[config.mk]
export PLATFORM = sky130hd
export DESIGN_NAME = sram_arbiter
export DESIGN_NICKNAME = d
export VERILOG_FILES = /design/src/rtl/sram_pkg.sv /design/src/rtl/sram_arbiter_rr_arbiter2.sv /design/src/rtl/sram_arbiter.sv
export SDC_FILE = /design/constraint.sdc
export NUM_CORES = 1
export LEC_CHECK = 0
export BUFFER_PORTS_ARGS = -buffer_cell sky130_fd_sc_hd__buf_2
export CAP_MARGIN = 20
export CORE_MARGIN = 3
export CORE_UTILIZATION = 46
export DETAILED_ROUTE_END_ITERATION = 8
export MAX_ROUTING_LAYER = met4
export PLACE_DENSITY = 0.75
export SETUP_SLACK_MARGIN = 0.3
export SYNTH_ARGS = -nofsm -noshare
export SYNTH_HDL_FRONTEND = slang
export SYNTH_SLANG_ARGS = --single-unit
[constraint.sdc]
create_clock -name i_clk -period 2.3 [get_ports i_clk]
set_input_delay 0.115 -clock i_clk [delete_from_list [all_inputs] [get_ports i_clk]]
set_output_delay 0.115 -clock i_clk [all_outputs]
set_load 0.01 [all_outputs]
[src/rtl/sram_pkg.sv]
// ---------------------------------------------------------------------------
// sram_pkg
// Shared definitions for the 64x8 SRAM arbiter slice.
//   - Default RAM geometry (address / data widths).
//   - FSM state encoding used by sram_arbiter.
//   - Requester (owner) encoding and small helper functions.
// ---------------------------------------------------------------------------
package sram_pkg;

  localparam int SRAM_ADDR_W = 6;
  localparam int SRAM_DATA_W = 8;

  localparam logic [2:0] ST_IDLE    = 3'd0;
  localparam logic [2:0] ST_WRITE   = 3'd1;
  localparam logic [2:0] ST_RD_ADDR = 3'd2;
  localparam logic [2:0] ST_RD_DATA = 3'd3;
  localparam logic [2:0] ST_DONE    = 3'd4;

  typedef enum logic {
    OWN_A = 1'b0,
    OWN_B = 1'b1
  } owner_e;

  // Return the requester that is not o.
  function automatic owner_e other_owner(input owner_e o);
    if (o == OWN_A) begin
      return OWN_B;
    end else begin
      return OWN_A;
    end
  endfunction

  // RAM command pins {ce, rw, oe} to present while the FSM sits in state st.
  function automatic logic [2:0] ram_pins(input logic [2:0] st);
    logic [2:0] pins;
    case (st)
      ST_WRITE:   pins = 3'b111;
      ST_RD_ADDR: pins = 3'b100;
      ST_RD_DATA: pins = 3'b010;
      ST_IDLE:    pins = 3'b000;
      ST_DONE:    pins = 3'b000;
      default:    pins = 3'b000;
    endcase
    return pins;
  endfunction

endpackage

[src/rtl/sram_arbiter_rr_arbiter2.sv]
// ---------------------------------------------------------------------------
// rr_arbiter2
// Two-way round-robin grant logic for the SRAM arbiter.
//   i_clk, i_rst_n : clock, asynchronous active-low reset
//   i_req_a/b      : raw requests from requesters A and B
//   i_en           : FSM is idle and can accept a grant this cycle
//   i_done         : FSM is in DONE; arms the stale-owner mask
//   i_owner        : owner of the transaction that is finishing
//   o_gnt          : a grant is issued this cycle (combinational)
//   o_gnt_owner    : which requester is granted (combinational)
// The mask blocks the just-served requester for the single idle cycle that
// follows DONE, because it is still holding req while it reacts to the ack.
// ---------------------------------------------------------------------------
module rr_arbiter2
  import sram_pkg::*;
(
  input  logic   i_clk,
  input  logic   i_rst_n,
  input  logic   i_req_a,
  input  logic   i_req_b,
  input  logic   i_en,
  input  logic   i_done,
  input  owner_e i_owner,
  output logic   o_gnt,
  output owner_e o_gnt_owner
);

  owner_e ptr_r;
  logic   mask_vld_r;
  owner_e mask_owner_r;
  logic   req_a_s;
  logic   req_b_s;

  // Drop the request of the requester that was served last, while the mask is armed.
  always_comb begin
    req_a_s = i_req_a;
    req_b_s = i_req_b;
    if (mask_vld_r) begin
      if (mask_owner_r == OWN_A) begin
        req_a_s = 1'b0;
      end else begin
        req_b_s = 1'b0;
      end
    end else begin
      req_a_s = i_req_a;
      req_b_s = i_req_b;
    end
  end

  // Grant selection: a lone request wins outright, a tie goes to the pointer.
  always_comb begin
    o_gnt       = 1'b0;
    o_gnt_owner = ptr_r;
    if (!i_en) begin
      o_gnt       = 1'b0;
      o_gnt_owner = ptr_r;
    end else if (req_a_s && req_b_s) begin
      o_gnt       = 1'b1;
      o_gnt_owner = ptr_r;
    end else if (req_a_s) begin
      o_gnt       = 1'b1;
      o_gnt_owner = OWN_A;
    end else if (req_b_s) begin
      o_gnt       = 1'b1;
      o_gnt_owner = OWN_B;
    end else begin
      o_gnt       = 1'b0;
      o_gnt_owner = ptr_r;
    end
  end

  // Round-robin pointer: after any grant it names the side that was not served.
  always_ff @(posedge i_clk or negedge i_rst_n) begin
    if (!i_rst_n) begin
      ptr_r <= OWN_A;
    end else if (i_en && o_gnt) begin
      ptr_r <= other_owner(o_gnt_owner);
    end else begin
      ptr_r <= ptr_r;
    end
  end

  // Stale-owner mask: armed for exactly the cycle after DONE.
  always_ff @(posedge i_clk or negedge i_rst_n) begin
    if (!i_rst_n) begin
      mask_vld_r   <= 1'b0;
      mask_owner_r <= OWN_A;
    end else if (i_done) begin
      mask_vld_r   <= 1'b1;
      mask_owner_r <= i_owner;
    end else begin
      mask_vld_r   <= 1'b0;
      mask_owner_r <= mask_owner_r;
    end
  end

endmodule

[src/rtl/sram_arbiter.sv]
// ---------------------------------------------------------------------------
// sram_arbiter
// Serialises read/write requests from two requesters onto a 64x8 single-port
// SRAM (ce / rw / addr / data) and returns a one-cycle ack with read data.
//   i_clk, i_rst_n                   : clock, asynchronous active-low reset
//   i_req_x, i_we_x                  : request and op (1 = write) per side
//   i_addr_x, i_wdata_x              : address and write data per side
//   o_ack_x, o_rdata_x               : completion pulse and read data per side
//   o_ram_ce, o_ram_rw, o_ram_oe     : RAM command pins and bus-drive enable
//   o_ram_addr, o_ram_wdata          : RAM address and write data
//   i_ram_rdata                      : RAM data bus as seen by the controller
//   o_busy                           : FSM is not idle
// Every output is a flop loaded from the next-state value, so the RAM pins
// line up with the state the FSM is in.
// ---------------------------------------------------------------------------
module sram_arbiter
  import sram_pkg::*;
#(
  parameter int ADDR_W = SRAM_ADDR_W,
  parameter int DATA_W = SRAM_DATA_W
) (
  input  logic              i_clk,
  input  logic              i_rst_n,
  input  logic              i_req_a,
  input  logic              i_we_a,
  input  logic [ADDR_W-1:0] i_addr_a,
  input  logic [DATA_W-1:0] i_wdata_a,
  output logic              o_ack_a,
  output logic [DATA_W-1:0] o_rdata_a,
  input  logic              i_req_b,
  input  logic              i_we_b,
  input  logic [ADDR_W-1:0] i_addr_b,
  input  logic [DATA_W-1:0] i_wdata_b,
  output logic              o_ack_b,
  output logic [DATA_W-1:0] o_rdata_b,
  output logic              o_ram_ce,
  output logic              o_ram_rw,
  output logic [ADDR_W-1:0] o_ram_addr,
  output logic [DATA_W-1:0] o_ram_wdata,
  output logic              o_ram_oe,
  input  logic [DATA_W-1:0] i_ram_rdata,
  output logic              o_busy
);

  logic [2:0]        state_r;
  logic [2:0]        nxt_s;
  owner_e            owner_r;
  logic [ADDR_W-1:0] addr_r;
  logic [DATA_W-1:0] wdata_r;
  logic              gnt_s;
  owner_e            gnt_owner_s;
  logic              idle_s;
  logic              done_s;
  logic              sel_we_s;
  logic [ADDR_W-1:0] sel_addr_s;
  logic [DATA_W-1:0] sel_wdata_s;
  logic [2:0]        pins_s;
  logic              ce_r;
  logic              rw_r;
  logic              oe_r;
  logic              ack_a_r;
  logic              ack_b_r;
  logic              busy_r;
  logic [DATA_W-1:0] rdata_a_r;
  logic [DATA_W-1:0] rdata_b_r;

  assign idle_s = (state_r == ST_IDLE);
  assign done_s = (state_r == ST_DONE);

  rr_arbiter2 u_rr (
    .i_clk       (i_clk),
    .i_rst_n     (i_rst_n),
    .i_req_a     (i_req_a),
    .i_req_b     (i_req_b),
    .i_en        (idle_s),
    .i_done      (done_s),
    .i_owner     (owner_r),
    .o_gnt       (gnt_s),
    .o_gnt_owner (gnt_owner_s)
  );

  // Route the granted requester's operation, address and data.
  always_comb begin
    sel_we_s    = i_we_a;
    sel_addr_s  = i_addr_a;
    sel_wdata_s = i_wdata_a;
    if (gnt_owner_s == OWN_B) begin
      sel_we_s    = i_we_b;
      sel_addr_s  = i_addr_b;
      sel_wdata_s = i_wdata_b;
    end else begin
      sel_we_s    = i_we_a;
      sel_addr_s  = i_addr_a;
      sel_wdata_s = i_wdata_a;
    end
  end

  // Next-state logic; every non-idle state lasts exactly one cycle.
  always_comb begin
    nxt_s = state_r;
    case (state_r)
      ST_IDLE: begin
        if (gnt_s) begin
          nxt_s = sel_we_s ? ST_WRITE : ST_RD_ADDR;
        end else begin
          nxt_s = ST_IDLE;
        end
      end
      ST_WRITE:   nxt_s = ST_DONE;
      ST_RD_ADDR: nxt_s = ST_RD_DATA;
      ST_RD_DATA: nxt_s = ST_DONE;
      ST_DONE:    nxt_s = ST_IDLE;
      default:    nxt_s = ST_IDLE;
    endcase
  end

  assign pins_s = ram_pins(nxt_s);

  // State register.
  always_ff @(posedge i_clk or negedge i_rst_n) begin
    if (!i_rst_n) begin
      state_r <= ST_IDLE;
    end else begin
      state_r <= nxt_s;
    end
  end

  // Transaction latch: captured only at grant so later request changes are ignored.
  always_ff @(posedge i_clk or negedge i_rst_n) begin
    if (!i_rst_n) begin
      owner_r <= OWN_A;
      addr_r  <= {ADDR_W{1'b0}};
      wdata_r <= {DATA_W{1'b0}};
    end else if (idle_s && gnt_s) begin
      owner_r <= gnt_owner_s;
      addr_r  <= sel_addr_s;
      wdata_r <= sel_wdata_s;
    end else begin
      owner_r <= owner_r;
      addr_r  <= addr_r;
      wdata_r <= wdata_r;
    end
  end

  // RAM pins, busy and ack flops, loaded from the state being entered.
  always_ff @(posedge i_clk or negedge i_rst_n) begin
    if (!i_rst_n) begin
      ce_r    <= 1'b0;
      rw_r    <= 1'b0;
      oe_r    <= 1'b0;
      busy_r  <= 1'b0;
      ack_a_r <= 1'b0;
      ack_b_r <= 1'b0;
    end else begin
      ce_r    <= pins_s[2];
      rw_r    <= pins_s[1];
      oe_r    <= pins_s[0];
      busy_r  <= (nxt_s != ST_IDLE);
      ack_a_r <= (nxt_s == ST_DONE) && (owner_r == OWN_A);
      ack_b_r <= (nxt_s == ST_DONE) && (owner_r == OWN_B);
    end
  end

  // Read data: sampled from the RAM bus at the end of RD_DATA, held otherwise.
  always_ff @(posedge i_clk or negedge i_rst_n) begin
    if (!i_rst_n) begin
      rdata_a_r <= {DATA_W{1'b0}};
      rdata_b_r <= {DATA_W{1'b0}};
    end else if (state_r == ST_RD_DATA) begin
      if (owner_r == OWN_A) begin
        rdata_a_r <= i_ram_rdata;
        rdata_b_r <= rdata_b_r;
      end else begin
        rdata_a_r <= rdata_a_r;
        rdata_b_r <= i_ram_rdata;
      end
    end else begin
      rdata_a_r <= rdata_a_r;
      rdata_b_r <= rdata_b_r;
    end
  end

  assign o_ram_ce    = ce_r;
  assign o_ram_rw    = rw_r;
  assign o_ram_oe    = oe_r;
  assign o_ram_addr  = addr_r;
  assign o_ram_wdata = wdata_r;
  assign o_busy      = busy_r;
  assign o_ack_a     = ack_a_r;
  assign o_ack_b     = ack_b_r;
  assign o_rdata_a   = rdata_a_r;
  assign o_rdata_b   = rdata_b_r;

endmodule
Yosys cells after proc, flatten, opt, wreduce, memory -nomap -nowiden:

Cells that the tools add are included.

* add/subtract/negate cells: 0
* multipliers: 0
* divide/modulo/power cells: 0
* order comparisons: 0
* equal/unequal tests: 8
* shifts and indexed selects: 0
* muxes and demuxes: 21
* bitwise operators: 1
* reduce and logical (&&, ||, !) cells: 9

Operator list (count)
* $pmux W3 S3: 2
* $mux W1: 15
* $eq A3 B2 Y1 const B: 4
* $mux W8: 1
* $eq A3 B1 Y1 const B: 2
* $eq A3 B3 Y1 const B: 2
* $mux W6: 1
* $logic_and A1 B1 Y1: 4
* $mux W2: 2
* $reduce_and A2 Y1: 2
* $logic_not A3 Y1: 1
* $reduce_bool A3 Y1: 1
* $reduce_or A2 Y1: 1
* $not A1 Y1: 1

* register bits after elaboration: 43
* bits in latches: 0
* bits in writable memories: 0
* bits in read-only memories: 0
* input port bits: 42
* logic and storage cells: 54
* memories: 0

Depth between registers and ports, before layout:

* depth in word-level cells: 12
* depth in mapped cells: 7

Hierarchy:

A second synthesis with hierarchy kept.

* cell total of the unflattened synthesis: 126
* area total of the unflattened synthesis: 1874.3 um^2

Modules (own cells, without submodules)
* sram_arbiter: instances 1, cells each 108, area an instance 1714.1 um^2
* rr_arbiter2: instances 1, cells each 18, area an instance 160.2 um^2

Worst setup path after synthesis:

No wires, ideal clock.

* path type: register to register
* from: reg state_r[0]
* to: reg rw_r (netlist: o_ram_rw)
* setup time: 0.131 ns
* arrival: 1.498 ns
* path slack: 0.672 ns
* stages on the path, launching flop included: 7
* buffers on the path: 1
* cells stage by stage: dfrtp_1 -> nor3_1 -> a21oi_1 -> a221oi_2 -> buf_6 -> mux2i_1 -> o21ai_0

* longest elaborated chain between the ends: 8
* elaborated cells on any way between the ends: 15
* those cells by class: 6 x eq/ne; 7 x mux; 2 x reduce/logical

RTL lines
* from (decl): line sram_arbiter.sv:45 `logic [2:0] state_r;`
* from (signal assigned): line sram_arbiter.sv:124 `state_r <= nxt_s;`
* $logic_not A3 Y1: line sram_arbiter.sv:67, sram_arbiter.sv:101
* $mux W1: line sram_arbiter_rr_arbiter2.sv:54 `if (!i_en) begin`
* $mux W1: line sram_arbiter.sv:87 `if (gnt_owner_s == OWN_B) begin`
* $mux W2: line sram_arbiter.sv:104 `nxt_s = sel_we_s ? ST_WRITE : ST_RD_ADDR;`
* $mux W2: line sram_arbiter.sv:103 `if (gnt_s) begin`
* $pmux W3 S3 *: line sram_arbiter.sv:101 `case (state_r)`
* $eq A3 B2 Y1 / $eq A3 B1 Y1 (equally long branches): line sram_pkg.sv:36 `case (st)`
* $pmux W3 S3 *: line sram_pkg.sv:36
* net pins_s[1]: line sram_arbiter.sv:57 `logic [2:0] pins_s;`
* to (signal assigned): line sram_arbiter.sv:156 `rw_r <= pins_s[1];`
* to (decl): line sram_arbiter.sv:59 `logic rw_r;`

The timed path passes the listed nets; every way through them passes the cells marked *.
A chain may end at the register's enable or synchronous reset.

Worst setup path after layout:

* from: reg state_r[1]
* to: reg wdata_r[3] (netlist: o_ram_wdata[3])

* longest elaborated chain between the ends: 3
* elaborated cells on any way between the ends: 5
* those cells by class: 3 x mux; 2 x reduce/logical

RTL lines
* $logic_not A3 Y1 *: line sram_arbiter.sv:67 `assign idle_s = (state_r == ST_IDLE);`
* $mux W1: line sram_arbiter_rr_arbiter2.sv:54
* $mux W8 / $logic_and A1 B1 Y1 (equally long branches): line sram_arbiter.sv:87, sram_arbiter.sv:134
* to (signal assigned): line sram_arbiter.sv:133 `wdata_r <= {DATA_W{1'b0}};`
* to (signal assigned): line sram_arbiter.sv:137 `wdata_r <= sel_wdata_s;`
* to (signal assigned): line sram_arbiter.sv:141 `wdata_r <= wdata_r;`
* to (decl): line sram_arbiter.sv:49 `logic [DATA_W-1:0] wdata_r;`

Mark *: on every way between the ends. The rest lies on a longest branch, timed or not.

==> results_dict.tcl <==
set metrics [dict create \
    status "finished clean" \
    rows 21 \
    grt_max_degree 44 \
    initial_core_util_pct 50.2 \
    timing.hold.worst.class "in2reg" \
    rr_startpoint "state_r[1]" \
    setup.worst_path.class "reg2reg" \
    grt-busiest-layer "met2" \
    cts-htree-levels 2 \
    grt_pass1_wl_um 5840 \
    r2r_slack_ps 460 \
    gp_congestion 0.911 \
    dp.cells 258 \
    dr_total_vias 1324 \
    synth_cells 139 \
    cpMaxStageDelayCell "dfrtp_1" \
    rr_worst_depth 6 \
    avgSynthCellArea_um2 12.7 \
    antennaDiodeCount 0 \
    fin_skew_ps 5.39 \
    crit_chain "nor3_1 -> a21oi_1 -> a221oi_2 -> buf_6 -> mux2i_1 -> a21oi_1" \
    cts_tree "built" \
    ys_seq_area_share_pct 60.8 \
    cp.required_ps 2450 \
    post_cts.repair.setup_buffers 0 \
    ant_nets 0 \
    cts-buffers-inserted 5 \
    grtUsageMet3_pct 4.43 \
    core_region_area_um2 3520 \
    syn_area_um2 1770 \
    drtPass1Iterations 4 \
    critPathTopFamily "compound AO/OA/AOI/OAI gates" \
    clock.fmax_mhz 542 \
    dieArea_um2 4630 \
    synth.net_count 181 \
    final_nets 262 \
    antenna_found_initial 0 \
    yosys.area.top_type "dfrtp_1" \
    crit_fanout 16 \
    setup_viol 0 \
    ir_worst_vdd_mv 0.691 \
    clk_pin_slew_ps 80 \
    cpPeakStageDelay_ps 440 \
    clockBufferDepth 2 \
    stdcell_count 267 \
    p_per_area_nw_per_um2 1410 \
    setup_tns_ps 0 \
    dp_hpwl_um 2780 \
    startpoint_type "flop" \
    clock-root-buffer "clkbuf_8" \
    maxCapViolCount 0 \
    grt.total_usage_pct 17.2 \
    holdPathEnd "o_rdata_a[7]" \
    rsz0062_at_grt "no" \
    wl_um 3580 \
    cp_common_cell "a21oi_1" \
    hold_depth 2 \
    whs_ps 74.3 \
    die_w_um 68.0 \
    worstMarginPinSlew_ps 907 \
    yosysWarningCount 0 \
    clock_latency_ps 280 \
    post-route-min-period_ps 1840 \
    route.detailed.drc 0 \
    synth.distinct_cells 22 \
    io_buffers 77 \
    fillers 290 \
    slew_viol_final 0 \
    slew_headroom_pct 39.5 \
    synth_top_area_share_pct 60.8 \
    use_met1_pct 19.9 \
    drive_gt1_share_pct 48.9 \
    die_h_um 68.0 \
    pre_cts_ws_ps 437 \
    p_leak_nw 1.15 \
    worstPathArrival_ps 1990 \
    fin_crit_sh_pct 80.2 \
    gr-total-overflow 0 \
    min-delay-start "i_ram_rdata[7]" \
    via_per_inst 4.96 \
    ioPinCount 78 \
    synth_seq_cells 43 \
    hold_viol 0 \
    p_total_mw 3.21 \
    setup_ws_ps 456 \
    r2r-end "o_ram_wdata[3]" \
    clock-sinks 43 \
    drt-wirelength-per-cell_um 13.4 \
    met2_usage_pct 29.4 \
    dr.first_iter.drc_count 97 \
    area_delta_synth_final_pct 28.9 \
    synth.area.top_cells "dfrtp_1, mux2_2, mux2i_1" \
    cp_num_buf_inv 1 \
    grt_pass1_vias 1343 \
    cp-end-kind "flop" \
]
-- cells by family (layout without fill, tap and decap cells) --
family / count (synthesis) / in the layout / share of synthesized area, %
AOI/OAI and AO/OA: 24 / 24 / 8.13
muxes: 33 / 33 / 19.9
DFF: 43 / 43 / 60.8
and+or+nand+nor: 29 / 29 / 7.50
buffers and inverters: 10 / 92 / 3.61
-- stage by stage --
| step | area [um^2] | util (%) |
|---|---|---|
| after global routing | 2280 | 64.7 |
| after CTS | 2280 | 64.6 |
| after detailed placement | 2180 | 61.9 |
| after floorplan | 1770 | - |
| after global placement | 2180 | 61.9 |
| final | 2280 | 64.7 |
-- final cells by class --
type	count	area, um^2	share of cell area, %
Tap cell	46	57.6	2.52
Sequential cell	43	1080	47.2
Multi-Input combinational cell	86	632	27.7
Inverter	4	15.0	0.659
Clock inverter	2	12.5	0.549
Timing Repair Buffer	80	414	18.2
Clock buffer	6	72.6	3.18
-- placed cells by master (no fill, tap or decap), types with 2 or more instances in the layout --
cell type	n
and2_1	2
nand2b_1	3
mux2i_1	15
inv_1	4
nor2_1	17
nand2_1	2
clkbuf_8	5
buf_2	77
dfrtp_1	43
mux2_2	18
a21oi_1	17
o21ai_0	3
-- how the worst max path moves through the flow --
stage	slack, ps	end	start	depth (start not counted)
2_1_floorplan	670	o_ram_rw	state_r[0]	6
3_3_place_gp	510	o_ram_addr[0]	state_r[0]	6
3_5_place_dp	440	o_ram_wdata[3]	state_r[1]	6
4_1_cts	420	o_ram_addr[0]	state_r[1]	6
5_1_grt	310	o_ram_addr[0]	state_r[1]	6
6_report	460	o_ram_wdata[3]	state_r[1]	6
-- Yosys cell counts (all sizes together) --
library cell  count
nand2b            3
and2              2
o21ai             3
a21bo             2
clkbuf            2
o41ai             1
nand2             2
inv               4
buf               4
nand3             1
mux2             18
nor3              1
nor2             18
a21oi            17
dfrtp            43
a221oi            1
mux2i            15
or3b              1
nor3b             1
-- flip-flops by register name (all words and copies together) (netlist names), 3 cells and up --
name         flops
o_ram_wdata      8
o_rdata_a        8
o_rdata_b        8
o_ram_addr       6
state_r          3
-- power breakdown --
group          switching [mW]  total [mW]  internal [mW]
clock network           0.241       0.453          0.212
registers               0.201        1.33           1.13
logic                   0.744        1.43          0.687
total                    1.19        3.21           2.03
-- layer usage --
layer  part of all wire, %  wire length, um
met1                    40             1420
met3                   6.6              235
met5                     0                0
met2                    53             1900
met4                  0.53               19
-- timing repair --
action / 4_1_cts / 5_1_grt
endpoints found under the setup margin: 0 / 12
hold buffers: 1 / 0
resized for setup: 0 / 1
hold endpoints to repair: 40 / 0
(Power assumes the default switching activity.)
